File: src/rtl/mux_pkg.sv
// ============================================================================
//  Module   : mux_pkg
//  Purpose  : Shared types and helpers for the NUM_IN:1 WIDTH-bit select
//             with skid buffer (state encoding, select-width helper,
//             zero-fill value used for out-of-range selects).
//  Ports    : none (package)
//  Options  : MUX_NXW_SEL_CHECK_EN (used by mux_nxw_skid, not here)
//  Revision : 1.0 - initial release
// ============================================================================
`default_nettype none

package mux_pkg;

  // Occupancy of the two-entry skid buffer.
  typedef enum logic [1:0] {
    ST_EMPTY = 2'd0,   // no entries held
    ST_ONE   = 2'd1,   // main register holds the head entry
    ST_TWO   = 2'd2    // main + skid both hold entries
  } skid_state_t;

  // Select width for an N-way mux; a 1-way mux still gets a 1-bit select.
  function automatic int sel_width(input int n);
    return (n > 1) ? $clog2(n) : 1;
  endfunction

  // Bit replicated to form the data value of an out-of-range select.
  localparam logic ZERO_FILL_BIT = 1'b0;

endpackage

`default_nettype wire

File: src/rtl/mux_nxw_comb.sv
// ============================================================================
//  Module   : mux_nxw_comb
//  Purpose  : Pure combinational NUM_IN:1 WIDTH-bit selector. Selects
//             d[s*WIDTH +: WIDTH]; a select at or above NUM_IN yields zero
//             data and raises sel_err.
//  Ports    : d       in  NUM_IN*WIDTH  flattened inputs
//             s       in  SEL_W         select
//             y       out WIDTH         selected data (zero when out of range)
//             sel_err out 1             select is out of range
//  Revision : 1.0 - initial release
// ============================================================================
`default_nettype none

module mux_nxw_comb
  import mux_pkg::*;
#(
  parameter int WIDTH  = 32,
  parameter int NUM_IN = 4,
  parameter int SEL_W  = sel_width(NUM_IN)
) (
  input  logic [NUM_IN*WIDTH-1:0] d,
  input  logic [SEL_W-1:0]        s,
  output logic [WIDTH-1:0]        y,
  output logic                    sel_err
);

  logic [WIDTH-1:0] lanes [NUM_IN];

  genvar gi;
  generate
    for (gi = 0; gi < NUM_IN; gi++) begin : g_lane
      assign lanes[gi] = d[gi*WIDTH +: WIDTH];
    end
  endgenerate

  // Compare against each legal index rather than indexing lanes[s], so an
  // out-of-range select never reads past the array and falls to zero-fill.
  always_comb begin
    y = {WIDTH{ZERO_FILL_BIT}};
    for (int i = 0; i < NUM_IN; i++) begin
      if (s == SEL_W'(i)) begin
        y = lanes[i];
      end
    end
  end

  // Extra bit so NUM_IN itself is representable when NUM_IN is a power of 2.
  assign sel_err = ({1'b0, s} >= (SEL_W + 1)'(NUM_IN));

endmodule

`default_nettype wire

File: src/rtl/mux_nxw_skid.sv
// ============================================================================
//  Module   : mux_nxw_skid
//  Purpose  : NUM_IN:1 WIDTH-bit select registered through a 2-entry
//             valid/ready skid buffer with flush. Strict FIFO order,
//             1-cycle latency from an accepted input when empty.
//  Ports    : CLK       in  1             clock, rising edge
//             RST       in  1             async active-high reset
//             D         in  NUM_IN*WIDTH  flattened data inputs
//             S         in  SEL_W         select, sampled on input handshake
//             IN_VALID  in  1             producer has D/S valid
//             IN_READY  out 1             block can accept (registered)
//             FLUSH     in  1             synchronous discard of all entries
//             Y         out WIDTH         head entry data (registered)
//             OUT_VALID out 1             Y holds a valid entry
//             OUT_READY in  1             consumer accepts Y
//             SEL_ERR   out 1             head entry had out-of-range select
//  Options  : MUX_NXW_SEL_CHECK_EN - store the out-of-range flag with each
//             entry, drive SEL_ERR from it, and assert on out-of-range S at
//             input handshake. Undefined: SEL_ERR is tied to 0.
//  Revision : 1.0 - initial release
// ============================================================================
`default_nettype none

module mux_nxw_skid
  import mux_pkg::*;
#(
  parameter int WIDTH  = 32,
  parameter int NUM_IN = 4,
  parameter int SEL_W  = sel_width(NUM_IN)
) (
  input  logic                    CLK,
  input  logic                    RST,
  input  logic [NUM_IN*WIDTH-1:0] D,
  input  logic [SEL_W-1:0]        S,
  input  logic                    IN_VALID,
  output logic                    IN_READY,
  input  logic                    FLUSH,
  output logic [WIDTH-1:0]        Y,
  output logic                    OUT_VALID,
  input  logic                    OUT_READY,
  output logic                    SEL_ERR
);

  skid_state_t      state_q, state_n;
  logic [WIDTH-1:0] main_q;
  logic [WIDTH-1:0] skid_q;
  logic             in_ready_q;

  logic [WIDTH-1:0] mux_y;
  logic             mux_oor;

  logic accept;
  logic pop;
  logic ld_main_mux;
  logic ld_main_skid;
  logic ld_skid;

  mux_nxw_comb #(
    .WIDTH  (WIDTH),
    .NUM_IN (NUM_IN),
    .SEL_W  (SEL_W)
  ) u_sel (
    .d       (D),
    .s       (S),
    .y       (mux_y),
    .sel_err (mux_oor)
  );

  assign accept = IN_VALID && in_ready_q;
  assign pop    = OUT_VALID && OUT_READY;

  always_comb begin
    state_n      = state_q;
    ld_main_mux  = 1'b0;
    ld_main_skid = 1'b0;
    ld_skid      = 1'b0;
    if (FLUSH) begin
      // Anything accepted this cycle is dropped along with the buffer.
      state_n = ST_EMPTY;
    end else begin
      case (state_q)
        ST_EMPTY: begin
          if (accept) begin
            state_n     = ST_ONE;
            ld_main_mux = 1'b1;
          end
        end
        ST_ONE: begin
          if (accept && pop) begin
            ld_main_mux = 1'b1;
          end else if (accept) begin
            state_n = ST_TWO;
            ld_skid = 1'b1;
          end else if (pop) begin
            state_n = ST_EMPTY;
          end
        end
        ST_TWO: begin
          // in_ready_q is low here, so no accept can occur.
          if (pop) begin
            state_n      = ST_ONE;
            ld_main_skid = 1'b1;
          end
        end
        default: state_n = ST_EMPTY;
      endcase
    end
  end

  always_ff @(posedge CLK or posedge RST) begin
    if (RST) begin
      state_q    <= ST_EMPTY;
      main_q     <= '0;
      skid_q     <= '0;
      in_ready_q <= 1'b1;
    end else begin
      state_q <= state_n;
      // Ready is registered from the next state, keeping OUT_READY off any
      // combinational path to IN_READY.
      in_ready_q <= (state_n != ST_TWO);
      if (ld_main_mux) begin
        main_q <= mux_y;
      end else if (ld_main_skid) begin
        main_q <= skid_q;
      end
      if (ld_skid) begin
        skid_q <= mux_y;
      end
    end
  end

  assign Y         = main_q;
  assign OUT_VALID = (state_q != ST_EMPTY);
  assign IN_READY  = in_ready_q;

`ifdef MUX_NXW_SEL_CHECK_EN
  logic err_main_q;
  logic err_skid_q;

  always_ff @(posedge CLK or posedge RST) begin
    if (RST) begin
      err_main_q <= 1'b0;
      err_skid_q <= 1'b0;
    end else begin
      if (ld_main_mux) begin
        err_main_q <= mux_oor;
      end else if (ld_main_skid) begin
        err_main_q <= err_skid_q;
      end
      if (ld_skid) begin
        err_skid_q <= mux_oor;
      end
    end
  end

  assign SEL_ERR = OUT_VALID && err_main_q;

  a_sel_in_range: assert property (@(posedge CLK) disable iff (RST)
                                   !(accept && mux_oor));
`else
  logic unused_oor;
  assign unused_oor = mux_oor;
  assign SEL_ERR    = 1'b0;
`endif

endmodule

`default_nettype wire

File: config.mk
export PLATFORM = sky130hd
export DESIGN_NAME = mux_nxw_skid
export DESIGN_NICKNAME = d
export VERILOG_FILES = /design/src/rtl/mux_pkg.sv /design/src/rtl/mux_nxw_comb.sv /design/src/rtl/mux_nxw_skid.sv
export SDC_FILE = /design/constraint.sdc
export NUM_CORES = 1
export LEC_CHECK = 0
export ABC_AREA = 1
export CORE_MARGIN = 10
export CORE_UTILIZATION = 35
export CTS_BUF_LIST = sky130_fd_sc_hd__clkbuf_16
export CTS_CLUSTER_DIAMETER = 120
export DETAILED_ROUTE_END_ITERATION = 8
export PLACE_DENSITY = 0.63
export SYNTH_ARGS = -nofsm -noshare
export SYNTH_HDL_FRONTEND = slang
export SYNTH_SLANG_ARGS = --single-unit
File: constraint.sdc
create_clock -name CLK -period 4.1 [get_ports CLK]
set_clock_uncertainty 0.2 [all_clocks]
set_input_delay 0.82 -clock CLK [delete_from_list [all_inputs] [get_ports CLK]]
set_output_delay 0.82 -clock CLK [all_outputs]
set_load 0.005 [all_outputs]
==> out/qor.yml <==
run_status:
  status: "completed"
power_and_ir_drop:
  power_leakage_nw: 3.14
  intPower_mw: 1.83
  ir_drop_uv: 213
  comb_power_share: 0.318
  p_seq_frac: 0.369
  power.switching_mw: 0.783
  clock_power_share: 0.314
  swShare: 0.300
  power_density_nw_per_um2: 415
cts:
  clockRootBuffer: "clkbuf_16"
  postCtsHoldBufs: 0
  cts_sinks: 67
  cts_buffers: 9
  ctsResizeCount: 0
  clk_pin_slew_ns: 0.06
  clockBufferDepth: 2
  htree_levels: 3
  worst_skew_pair.late_latency_ns: 0.33
  post_cts_buffers: 0
  cts_tree: "done"
worst_setup_path:
  reg2reg_from: "IN_READY"
  crit_type: "in2reg"
  startpoint: "S[1]"
  crit_chain: "clkdlybuf4s50_1, buf_4, nand2_1, or2_2, nand2_1, nand2_1, nand2_1, inv_1"
  crit_arrival_ns: 2.97
  cp_data_required_time_ns: 4.12
  crit_top_cell: "nand2_1"
  crit_path_top_delay_cell: "nand2_1"
  slowest_delay_ns: 0.61
  path_delay_family: "simple AND/OR/NAND/NOR gates"
  critPathCaptureType: "flip-flop"
  crit_fanout: 32
  critical_path_buf_inv_count: 3
  worstSetupStartpointType: "input port"
cells_and_area:
  multi_input_area_um2: 2070
  final_cell_mix: "265 x nand2_1, 167 x clkdlybuf4s50_1, 96 x nand3_1"
  seqCellArea_um2: 1680
  final_common_cell: "nand2_1"
  fin_cells: 956
  area_growth_pct: 48.8
  antenna_cells: 0
  final_nets: 939
  fillers: 1180
  layout-drive-gt1-share: 0.0618
  final_util: 0.528
sta:
  maxSlewViolCount: 0
  holdWs_ns: 0.291
  worst_slew_margin_rel: 0.213
  setup_viol_count_final: 0
  hold_viol: 0
  rsz0062_at_grt: "no"
  timing.final.ws_setup_ns: 1.15
  timing.final.crit_share: 0.720
  clock.fmax_mhz: 339
  post-route-min-period_ns: 2.95
  tightestPinTransition_ns: 1.18
  final.setup.tns_ns: 0
floorplan:
  fp.dieH_um: 130
  fp.dieW_um: 130
  io_pins: 170
  core.rowCount: 40
  design.core.area_um2: 11900
  die_area_um2: 16900
  initial_core_util: 0.355
route:
  first_pass_iters: 4
  drt_wl_total_mm: 15.1
  ant_nets: 0
  drc_errors: 0
  drtIter0Drc: 265
  post_drt_via_cell_ratio: 4.80
  drt-wirelength-per-cell_um: 15.8
  vias: 4585
yosys:
  ys_seq_elements: 67
  ys_warn_count: 0
  syn_nets: 790
  yosysSeqAreaShare: 0.397
  yosysUniqueCellTypes: 23
  syn-instance-count: 655
  syn_area_per_cell_um2: 6.46
  netlist_area_um2: 4230
placement:
  portBuffers: 168
  place_inst: 940
  dpl_worst_slack_ns: 0.803
  dpl.hpwl_mm: 10.9
  routabilityCongestion: 0.778
global_routing:
  gr-usage-all-layers: 0.178
  grt_pass1_vias: 4705
  grt_pass1_wl_mm: 24.0
  antenna_found_initial: 0
  overflow: 0
  grt_max_degree: 65
worst_hold_path:
  hold_class: "reg2reg"
  min-delay-start: "skid_q[17]"
flow_run:
  cap_viol_max_count: 0
area by class of cell:
cell class              instances  share of cell area
clock buffers                   9              0.0358
clock inverters                 7              0.0149
inverters                      75              0.0447
multi-input cells             472               0.329
flip-flops and latches         67               0.267
well taps                     147              0.0292
repair buffers                179               0.279
cell families after synthesis:
family	after synthesis	share of synthesized area
other	1	0.000886
AO/OA/AOI/OAI	66	0.0787
buffers and inverters	116	0.113
AND/OR/NAND/NOR	405	0.411
flip-flops	67	0.397
registers in the layout, indices dropped and copies added, names as in the netlist:
register	count
IN_READY	1
Y	32
state_q	2
skid_q	32
worst paths after layout:
kind | endpoint | slack [ns] | cells after the start
max | Y[30] | 1.15 | 8
min | skid_q[17] | 0.29 | 2
max reg2reg | skid_q[31] | 1.76 | 7
min reg2reg | skid_q[17] | 0.29 | 2
max in group asynchronous | IN_READY | 2.10 | 3
min in group asynchronous | Y[26] | 0.75 | 2
cells in the mapped netlist:
master	n	area (µm²)
inv_1	71	267
nor2_2	4	25.0
nand4_1	1	6.26
nand2_2	1	6.26
nand3_1	96	480
dfstp_2	1	26.3
nor2_1	5	18.8
or2_0	8	50.1
clkbuf_1	8	30.0
inv_2	2	7.51
o21ai_1	57	285
buf_1	2	7.51
conb_1	1	3.75
or2_2	14	87.6
or2_1	10	62.6
clkinv_1	2	7.51
buf_2	29	145
a22oi_1	1	7.51
nand2_1	265	995
buf_4	2	15.0
o21ai_0	8	40.0
nor3_1	1	5.00
dfrtp_1	66	1650
per-stage QoR:
step | total power, mW | instance area, µm²
after floorplan | 1.37 | 4230
after global placement | 1.78 | 5980
after detailed placement | 1.81 | 5980
after CTS | 2.64 | 6290
after global routing | 2.80 | 6290
final | 2.61 | 6290
routing by layer:
metal | track usage | vias to the layer above | wire (µm)
li1 | - | 2325 | -
met1 | 0.206 | 2105 | 5940
met2 | 0.315 | 148 | 7700
met3 | 0.0499 | 7 | 1410
met4 | 0.0483 | 0 | 87
met5 | 0 | - | 0
worst reg2reg max path, cell delays in order (launching register included):
cell and delay (ns):
dfstp_2 0.53, nand2_1 0.08, nor2_1 0.14, nand2_1 0.10
inv_1 0.09, nand2_2 0.64, nand2_1 0.30, o21ai_1 0.09
power groups by stage:
stage	registers, mW	logic [mW]	clock network (mW)
2_1_floorplan	0.962	0.411	0
3_3_place_gp	0.964	0.818	0
3_5_place_dp	0.972	0.839	0
4_1_cts	0.962	0.844	0.838
5_1_grt	0.984	0.949	0.865
6_report	0.963	0.829	0.819
Note: power is estimated with default switching activity, not from simulation.
